==> src/rtl/systolic_array_ctrl.sv <==
// Job sequencer for an NxN output-stationary systolic array: loads K skewed
// operand beats, flushes the pipeline, captures the result and emits it once.
module systolic_array_ctrl #(
    parameter int N  = 3,
    parameter int DW = 8,
    parameter int AW = 16,
    parameter int K  = 3
) (
    input  logic              axi_clk,
    input  logic              axi_rst,
    input  logic              s_axis_valid,
    input  logic [2*N*DW-1:0] s_axis_data,
    output logic              s_axis_ready,
    output logic              m_axis_valid,
    output logic [N*N*AW-1:0] m_axis_data,
    input  logic              m_axis_ready,
    output logic              arr_en,
    output logic              arr_clear,
    output logic [N*DW-1:0]   arr_a_in,
    output logic [N*DW-1:0]   arr_b_in,
    input  logic [N*N*AW-1:0] arr_result,
    output logic              busy
);

    localparam int BCW = (K > 1) ? $clog2(K) : 1;
    localparam int FCW = $clog2(2 * N);
    localparam logic [BCW-1:0] LAST_BEAT  = BCW'(K - 1);
    localparam logic [FCW-1:0] LAST_FLUSH = FCW'(2 * N - 2);

    typedef enum logic [1:0] {
        S_CLEAR,
        S_LOAD,
        S_FLUSH,
        S_OUT
    } state_t;

    state_t              r_state;
    state_t              w_next;
    logic [BCW-1:0]      r_beat_cnt;
    logic [FCW-1:0]      r_flush_cnt;
    logic [N*N*AW-1:0]   r_m_data;
    logic                w_s_hs;
    logic [N*DW-1:0]     w_a_src;
    logic [N*DW-1:0]     w_b_src;

    // NOTE: state and counters use non-blocking assignments so every register
    // samples the pre-edge values of its peers, exactly like the hardware.
    always_ff @(posedge axi_clk) begin
        if (axi_rst) begin
            r_state     <= S_CLEAR;
            r_beat_cnt  <= '0;
            r_flush_cnt <= '0;
            r_m_data    <= '0;
        end else begin
            r_state <= w_next;
            if (w_s_hs) begin
                r_beat_cnt <= (r_beat_cnt == LAST_BEAT) ? '0 : r_beat_cnt + BCW'(1);
            end
            if (r_state == S_FLUSH) begin
                r_flush_cnt <= (r_flush_cnt == LAST_FLUSH) ? '0 : r_flush_cnt + FCW'(1);
                if (r_flush_cnt == LAST_FLUSH) begin
                    r_m_data <= arr_result;
                end
            end
        end
    end

    // NOTE: every output and w_next gets a default before the case so no path
    // through this block leaves a value unassigned (which would infer a latch).
    always_comb begin
        w_next       = r_state;
        s_axis_ready = 1'b0;
        m_axis_valid = 1'b0;
        arr_en       = 1'b0;
        arr_clear    = 1'b0;
        busy         = 1'b1;
        case (r_state)
            S_CLEAR: begin
                arr_clear = 1'b1;
                w_next    = S_LOAD;
            end
            S_LOAD: begin
                s_axis_ready = 1'b1;
                arr_en       = s_axis_valid;
                busy         = (r_beat_cnt != '0);
                if (s_axis_valid && (r_beat_cnt == LAST_BEAT)) begin
                    w_next = S_FLUSH;
                end
            end
            S_FLUSH: begin
                arr_en = 1'b1;
                if (r_flush_cnt == LAST_FLUSH) begin
                    w_next = S_OUT;
                end
            end
            S_OUT: begin
                m_axis_valid = 1'b1;
                if (m_axis_ready) begin
                    w_next = S_CLEAR;
                end
            end
            default: w_next = S_CLEAR;
        endcase
        // Reset forces a quiet interface with the array held in clear.
        if (axi_rst) begin
            s_axis_ready = 1'b0;
            m_axis_valid = 1'b0;
            arr_en       = 1'b0;
            arr_clear    = 1'b1;
            busy         = 1'b0;
        end
    end

    assign w_s_hs      = s_axis_ready & s_axis_valid;
    assign m_axis_data = axi_rst ? '0 : r_m_data;

    // Outside LOAD zeros are injected, which drains the skew chains during FLUSH.
    assign w_a_src = s_axis_ready ? s_axis_data[N*DW-1:0] : '0;
    assign w_b_src = s_axis_ready ? s_axis_data[2*N*DW-1:N*DW] : '0;

    for (genvar gi = 0; gi < N; gi++) begin : g_skew
        if (gi == 0) begin : g_direct
            assign arr_a_in[DW-1:0] = w_a_src[DW-1:0];
            assign arr_b_in[DW-1:0] = w_b_src[DW-1:0];
        end else begin : g_delay
            logic [DW-1:0] r_a_skew [gi];
            logic [DW-1:0] r_b_skew [gi];

            // NOTE: these small delay lines are reset explicitly; stale operands
            // left over from an aborted job would otherwise leak into the next one.
            always_ff @(posedge axi_clk) begin
                if (axi_rst) begin
                    for (int s = 0; s < gi; s++) begin
                        r_a_skew[s] <= '0;
                        r_b_skew[s] <= '0;
                    end
                end else if (arr_en) begin
                    r_a_skew[0] <= w_a_src[DW*gi+:DW];
                    r_b_skew[0] <= w_b_src[DW*gi+:DW];
                    for (int s = 1; s < gi; s++) begin
                        r_a_skew[s] <= r_a_skew[s-1];
                        r_b_skew[s] <= r_b_skew[s-1];
                    end
                end
            end

            assign arr_a_in[DW*gi+:DW] = axi_rst ? '0 : r_a_skew[gi-1];
            assign arr_b_in[DW*gi+:DW] = axi_rst ? '0 : r_b_skew[gi-1];
        end
    end

endmodule

==> config.mk <==
export PLATFORM = sky130hd
export DESIGN_NAME = systolic_array_ctrl
export DESIGN_NICKNAME = d
export VERILOG_FILES = /design/src/rtl/systolic_array_ctrl.sv
export SDC_FILE = /design/constraint.sdc
export NUM_CORES = 1
export LEC_CHECK = 0
export ABC_AREA = 1
export BUFFER_PORTS_ARGS = -buffer_cell sky130_fd_sc_hd__buf_2
export CAP_MARGIN = 15
export CORE_AREA = 2 2 155 157
export DETAILED_ROUTE_END_ITERATION = 8
export DIE_AREA = 0 0 157 159
export PLACE_DENSITY = 0.68
export SYNTH_ARGS = -nofsm -noshare
export SYNTH_HDL_FRONTEND = slang
export SYNTH_SLANG_ARGS = --single-unit
==> constraint.sdc <==
create_clock -name axi_clk -period 2 [get_ports axi_clk]
set_input_delay 0 -clock axi_clk [delete_from_list [all_inputs] [get_ports axi_clk]]
set_output_delay 0 -clock axi_clk [all_outputs]
set_load 0.005 [all_outputs]
; ---- After elaboration in Yosys (flattened, before gate mapping)
; Memory sizes are Yosys's and may differ from the RTL's.
; Cells that the tools add are included.
[word_totals]
regBits = 151
ram_bits = 48
in_bits = 196
output_inout_bits = 197
n_memories = 4
[memory_table]
columns = memory, words, width, read_ports, rd_clocked_by_memory_dff, wr, line
row1 = g_skew[2].g_delay.r_a_skew, 2, 8, 2, 0, 2, 126  ; logic [DW-1:0] r_a_skew [gi];
row2 = g_skew[2].g_delay.r_b_skew, 2, 8, 2, 0, 2, 127  ; logic [DW-1:0] r_b_skew [gi];
row3 = g_skew[1].g_delay.r_a_skew, 1, 8, 1, 0, 1, 126
row4 = g_skew[1].g_delay.r_b_skew, 1, 8, 1, 0, 1, 127
[op_classes]
addsub = 2
eq_ne = 8
mux = 36
bitwise = 5
n_reduce_logical = 7
[op_table]
columns = cell, n
row1 = 144-bit 2-to-1 mux, 1
row2 = 8-bit 2-to-1 mux, 10
row3 = 24-bit 2-to-1 mux, 2
row4 = 1-bit 2-to-1 mux, 16
row5 = 8-bit OR reduction, 2
row6 = 2-bit 2-to-1 mux, 4
row7 = 2-bit case mux with 4 select lines, 1
row8 = 2-bit == test (second input constant), 3
row9 = 2-bit != test (second input constant), 2
row10 = 1-bit bitwise OR, 4
row11 = 3-bit by 1-bit adder with 3-bit output (second input constant), 1
row12 = 3-bit == test (second input constant), 1
row13 = 3-bit 2-to-1 mux, 1
row14 = 3-bit AND reduction, 1
row15 = 2-bit by 1-bit adder with 2-bit output (second input constant), 1
row16 = 2-bit by 1-bit == test with 1-bit output (second input constant), 1
row17 = 2-bit logical NOT, 1
row18 = 2-bit by 1-bit != test with 1-bit output (second input constant), 1
row19 = 1-bit case mux with 2 select lines, 1
row20 = 2-bit AND reduction, 1
row21 = 2-bit nonzero test, 1
row22 = 1-bit bitwise AND, 1
row23 = 1-bit logical AND, 1

; ---- Longest topological paths before layout
[logic_depth]
ltp_word = 8
mapped_depth = 9
mapped_depth_nobuf = 9

; ---- Worst setup path after synthesis
; No wires, ideal clock.
[synth_timing]
path_type = reg-to-reg
start = register r_state[0]
end = memory g_skew[1].g_delay.r_a_skew[0][0] (enable)
setup_ns = 0.384
t_arrival_ns = 1.623
path_slack_ns = -0.008
path_stages_with_launch = 6
n_path_buf = 0
synth_period_minus_slack_ns = 2.008
path_cell_list = dfxtp_1 > inv_1 > ha_1 > inv_1 > a21oi_4 > or2_2
[synth_via]
elab_chain_len = 8
elab_cells_between_ends = 9
cone_classes = eq/ne (2) / mux (6) / reduce/logical (1)
[synth_lines]
columns = item, line
row1 = from (decl), 37  ; state_t r_state;
row2 = from (signal assigned), 55  ; r_state <= w_next;
row3 = 2-bit == test or 2-bit by 1-bit == test with 1-bit output (tied branches), 77  ; case (r_state)
row4 = 1-bit case mux with 2 select lines (*), 77
row5 = 1-bit 2-to-1 mux (*), 105  ; if (axi_rst) begin
row6 = 1-bit 2-to-1 mux (*), 137  ; end else if (arr_en) begin
row7 = 1-bit 2-to-1 mux (*), 132  ; if (axi_rst) begin
row8 = 1-bit 2-to-1 mux (implied by the code) (*), 138  ; r_a_skew[0] <= w_a_src[DW*gi+:DW];
row9 = 8-bit OR reduction (no source line), n/a
row10 = 1-bit 2-to-1 mux (no source line) (*), n/a
row11 = to (decl), 126
; Mark *: on every way between the ends. The rest lies on a longest branch, timed or not.

; ---- Final worst setup path
[layout_timing]
start = register r_state[0]
end = memory g_skew[1].g_delay.r_a_skew[0][5] (data pin)
[layout_via]
elab_chain_len = 8
elab_cells_between_ends = 12
cone_classes = eq/ne (2) / mux (9) / reduce/logical (1)
[layout_lines]
columns = item, line
row1 = 2-bit == test or 2-bit by 1-bit == test with 1-bit output (tied branches), 77
row2 = 1-bit case mux with 2 select lines, 77
row3 = 1-bit 2-to-1 mux, 105
row4 = 1-bit 2-to-1 mux, 137
row5 = 1-bit 2-to-1 mux, 132
row6 = 1-bit 2-to-1 mux (implied by the code), 138
row7 = 8-bit OR reduction (no source line), n/a
row8 = 8-bit 2-to-1 mux (no source line) (*), n/a
; Marks and branches as above.

==> impl_metrics.json <==
{
  "fillCellCount": 1970,
  "insertedDiodeCount": 0,
  "yosysWarnings": 0,
  "grt_pass1_wl_mm": 40.6,
  "dr_total_vias": 8891,
  "cts_inserted_buffers": 17,
  "port-buffer-count": 392,
  "cp-start-kind": "flop",
  "yosysMostFrequentCell": "inv_1",
  "drive_above_1_share_pct": 30.3,
  "yosysTopAreaCell": "dfxtp_1",
  "synth_fp_nets": 1301,
  "setup_viol": 0,
  "start_util_pct": 37.6,
  "htree_levels": 4,
  "tightest_slew_ns": 0.767,
  "drtIter0Drc": 645,
  "critPathKind": "reg -> reg",
  "ant_nets": 0,
  "yosysUniqueCellTypes": 26,
  "area_growth_pct": 52.5,
  "grt_usage_pct": 20.1,
  "drcViolationCount": 0,
  "clockBufferDepth": 2,
  "first_pass_iters": 5,
  "status": "finished, final reports clean",
  "tns_ns": 0,
  "clock.fmax_mhz": 550,
  "period_minus_slack_ns": 1.82,
  "report.final.slew_viol_count": 0,
  "cellPowerDensity_nw_per_um2": 717,
  "synthTopCellsByCount": "inv_1, nor2_1, a21oi_1",
  "grt_max_degree": 152,
  "routed_via_density": 4.49,
  "cp.arrival_ns": 2.00,
  "die_x_um": 157,
  "wire_per_inst_um": 13.3,
  "cts_tree": "yes",
  "hold_class": "in -> reg",
  "rsz0062_at_grt": "no",
  "rows": 56,
  "relSlewSlack_pct": 48.9,
  "synthFlopType": "dfxtp_1",
  "endpoint_kind": "flop",
  "antenna_found_initial": 0,
  "synthTopCellsByArea": "dfxtp_1, edfxtp_1, inv_1, nor2_1, a21oi_1",
  "p_leak_nw": 6.33,
  "synth-async-reset-ratio_pct": 0,
  "max_cap_viol_count": 0,
  "core_um2": 23200,
  "cts_sinks": 199,
  "cp.required_ns": 2.19,
  "hold_viol": 0,
  "gp_congestion": 0.851,
  "period_share_pct": 90.9,
  "clkSlewWorstSetupHoldPaths_ns": 0.08,
  "path_max_fanout": 10,
  "fp.dieH_um": 159,
  "final_nets": 1849,
  "synth_seq_cells": 199,
  "clkLatencyLatePin_ns": 0.42,
  "grt_pass1_vias": 8567,
  "wl_mm": 26.2,
  "synth_top_area_share_pct": 34.6,
  "root_buffer": "clkbuf_16",
  "grt-ovfl-total": 0,
  "synthesis.area_um2": 8730,
  "num_io_pins": 393,
  "power_w": 0.00955,
  "dieArea_um2": 25000,
  "dp_hpwl_mm": 16.4,
  "ys_seq_area_share_pct": 51.2,
  "synth-edff-count": 48,
  "clock_skew_ns": 0.0152,
  "ir_drop_uv": 481,
  "syn_inst": 1098,
  "syn_area_per_cell_um2": 7.95
}
-- critical path, stage by stage (launching register included) --
cell and delay (ns):
dfxtp_1 0.38, inv_1 0.09, ha_1 0.25, inv_1 0.16, a21oi_4 0.11, buf_4 0.15, nand2_4 0.15, buf_4 0.24
nor2_2 0.05
-- stage by stage --
| step | cell area [µm²] | hold slack, ns | util [%] | setup WS (ns) | instances |
|---|---|---|---|---|---|
| 2_1_floorplan | 8730 | 0.0707 | - | 0.224 | 1098 |
| 3_3_place_gp | 10900 | 0.260 | 47.1 | 0.277 | 1765 |
| 3_5_place_dp | 10900 | 0.272 | 47.1 | 0.257 | 1765 |
| 4_1_cts | 13300 | 0.0735 | 57.2 | 0.0374 | 1974 |
| 5_1_grt | 13300 | 0.162 | 57.4 | 0.0718 | 1978 |
| 6_report | 13300 | 0.0869 | 57.4 | 0.182 | 1978 |
-- sequential cells by signal, summed over array words and instances (netlist names) --
name / cells
g_skew.g_delay.r_b_skew: 24
r_m_data: 144
r_state: 2
r_beat_cnt: 2
r_flush_cnt: 3
g_skew.g_delay.r_a_skew: 24
-- final cells by class --
type	instances	area [µm²]	share of cell area, %
clock buffer	17	425	3.20
clock inverter	15	144	1.08
multi-input combinational	574	2800	21.1
sequential	199	4460	33.5
timing repair buffer	601	4120	30.9
inverter	253	952	7.16
tap	319	399	3.00
-- cell families (layout without fill, tap and decap cells) --
logic type      count (synthesis)  in the layout  synth area share (%)
buf+inv                       325            886                  16.8
compound gates                301            301                  17.4
fa+ha+maj                       7              7                  1.00
simple gates                  266            266                  13.6
flops                         199            199                  51.2
-- metal layers --
layer	track usage [%]	up-vias	wire length, µm
li1	-	4453	-
met1	21.0	4008	10200
met2	36.0	349	12800
met3	5.99	81	2060
met4	10.3	0	1180
met5	0	-	0
-- power breakdown --
group	total (W)	switching (W)	internal (W)
clock network	0.00340	0.00173	0.00168
logic	0.00166	0.000892	0.000768
registers	0.00448	0.0000814	0.00440
-- layout by cell type, fill, tap and decap left out, types with 2 or more instances in the layout --
cell type        n
a21oi_1        152
buf_12          11
buf_2          391
buf_4           21
clkbuf_16       17
clkinv_1         2
dfxtp_1        151
dlygate4sd3_1  177
edfxtp_1        48
ha_1             7
inv_1          252
inv_6            8
inv_8            3
nand2_1          8
nand2_2          2
nand3_1          3
nor2_1         208
nor2_2          30
nor2_4           9
o21ai_0         80
o21ai_1         67
-- worst paths after layout --
path	startpoint	endpoint	slack [ns]	cells after the start
setup / recovery	r_state[0]$_SDFFE_PP0P_	g_skew[1].g_delay.r_a_skew[0][5]$_SDFFCE_PN0P_	0.18	8
hold / removal	m_axis_ready	r_state[0]$_SDFFE_PP0P_	0.09	7
setup reg to reg	r_state[0]$_SDFFE_PP0P_	g_skew[1].g_delay.r_a_skew[0][5]$_SDFFCE_PN0P_	0.18	8
hold reg to reg	r_m_data[134]$_SDFFE_PP0P_	r_m_data[134]$_SDFFE_PP0P_	0.45	2
-- what timing repair did --
item | in CTS | in global routing
setup endpoints to repair | 0 | 1
setup buffers | 0 | 4
hold endpoints to repair | 178 | 0
gates resized for setup | 0 | 1
hold buffers | 177 | 0
Note: power is estimated with default switching activity, not from simulation.
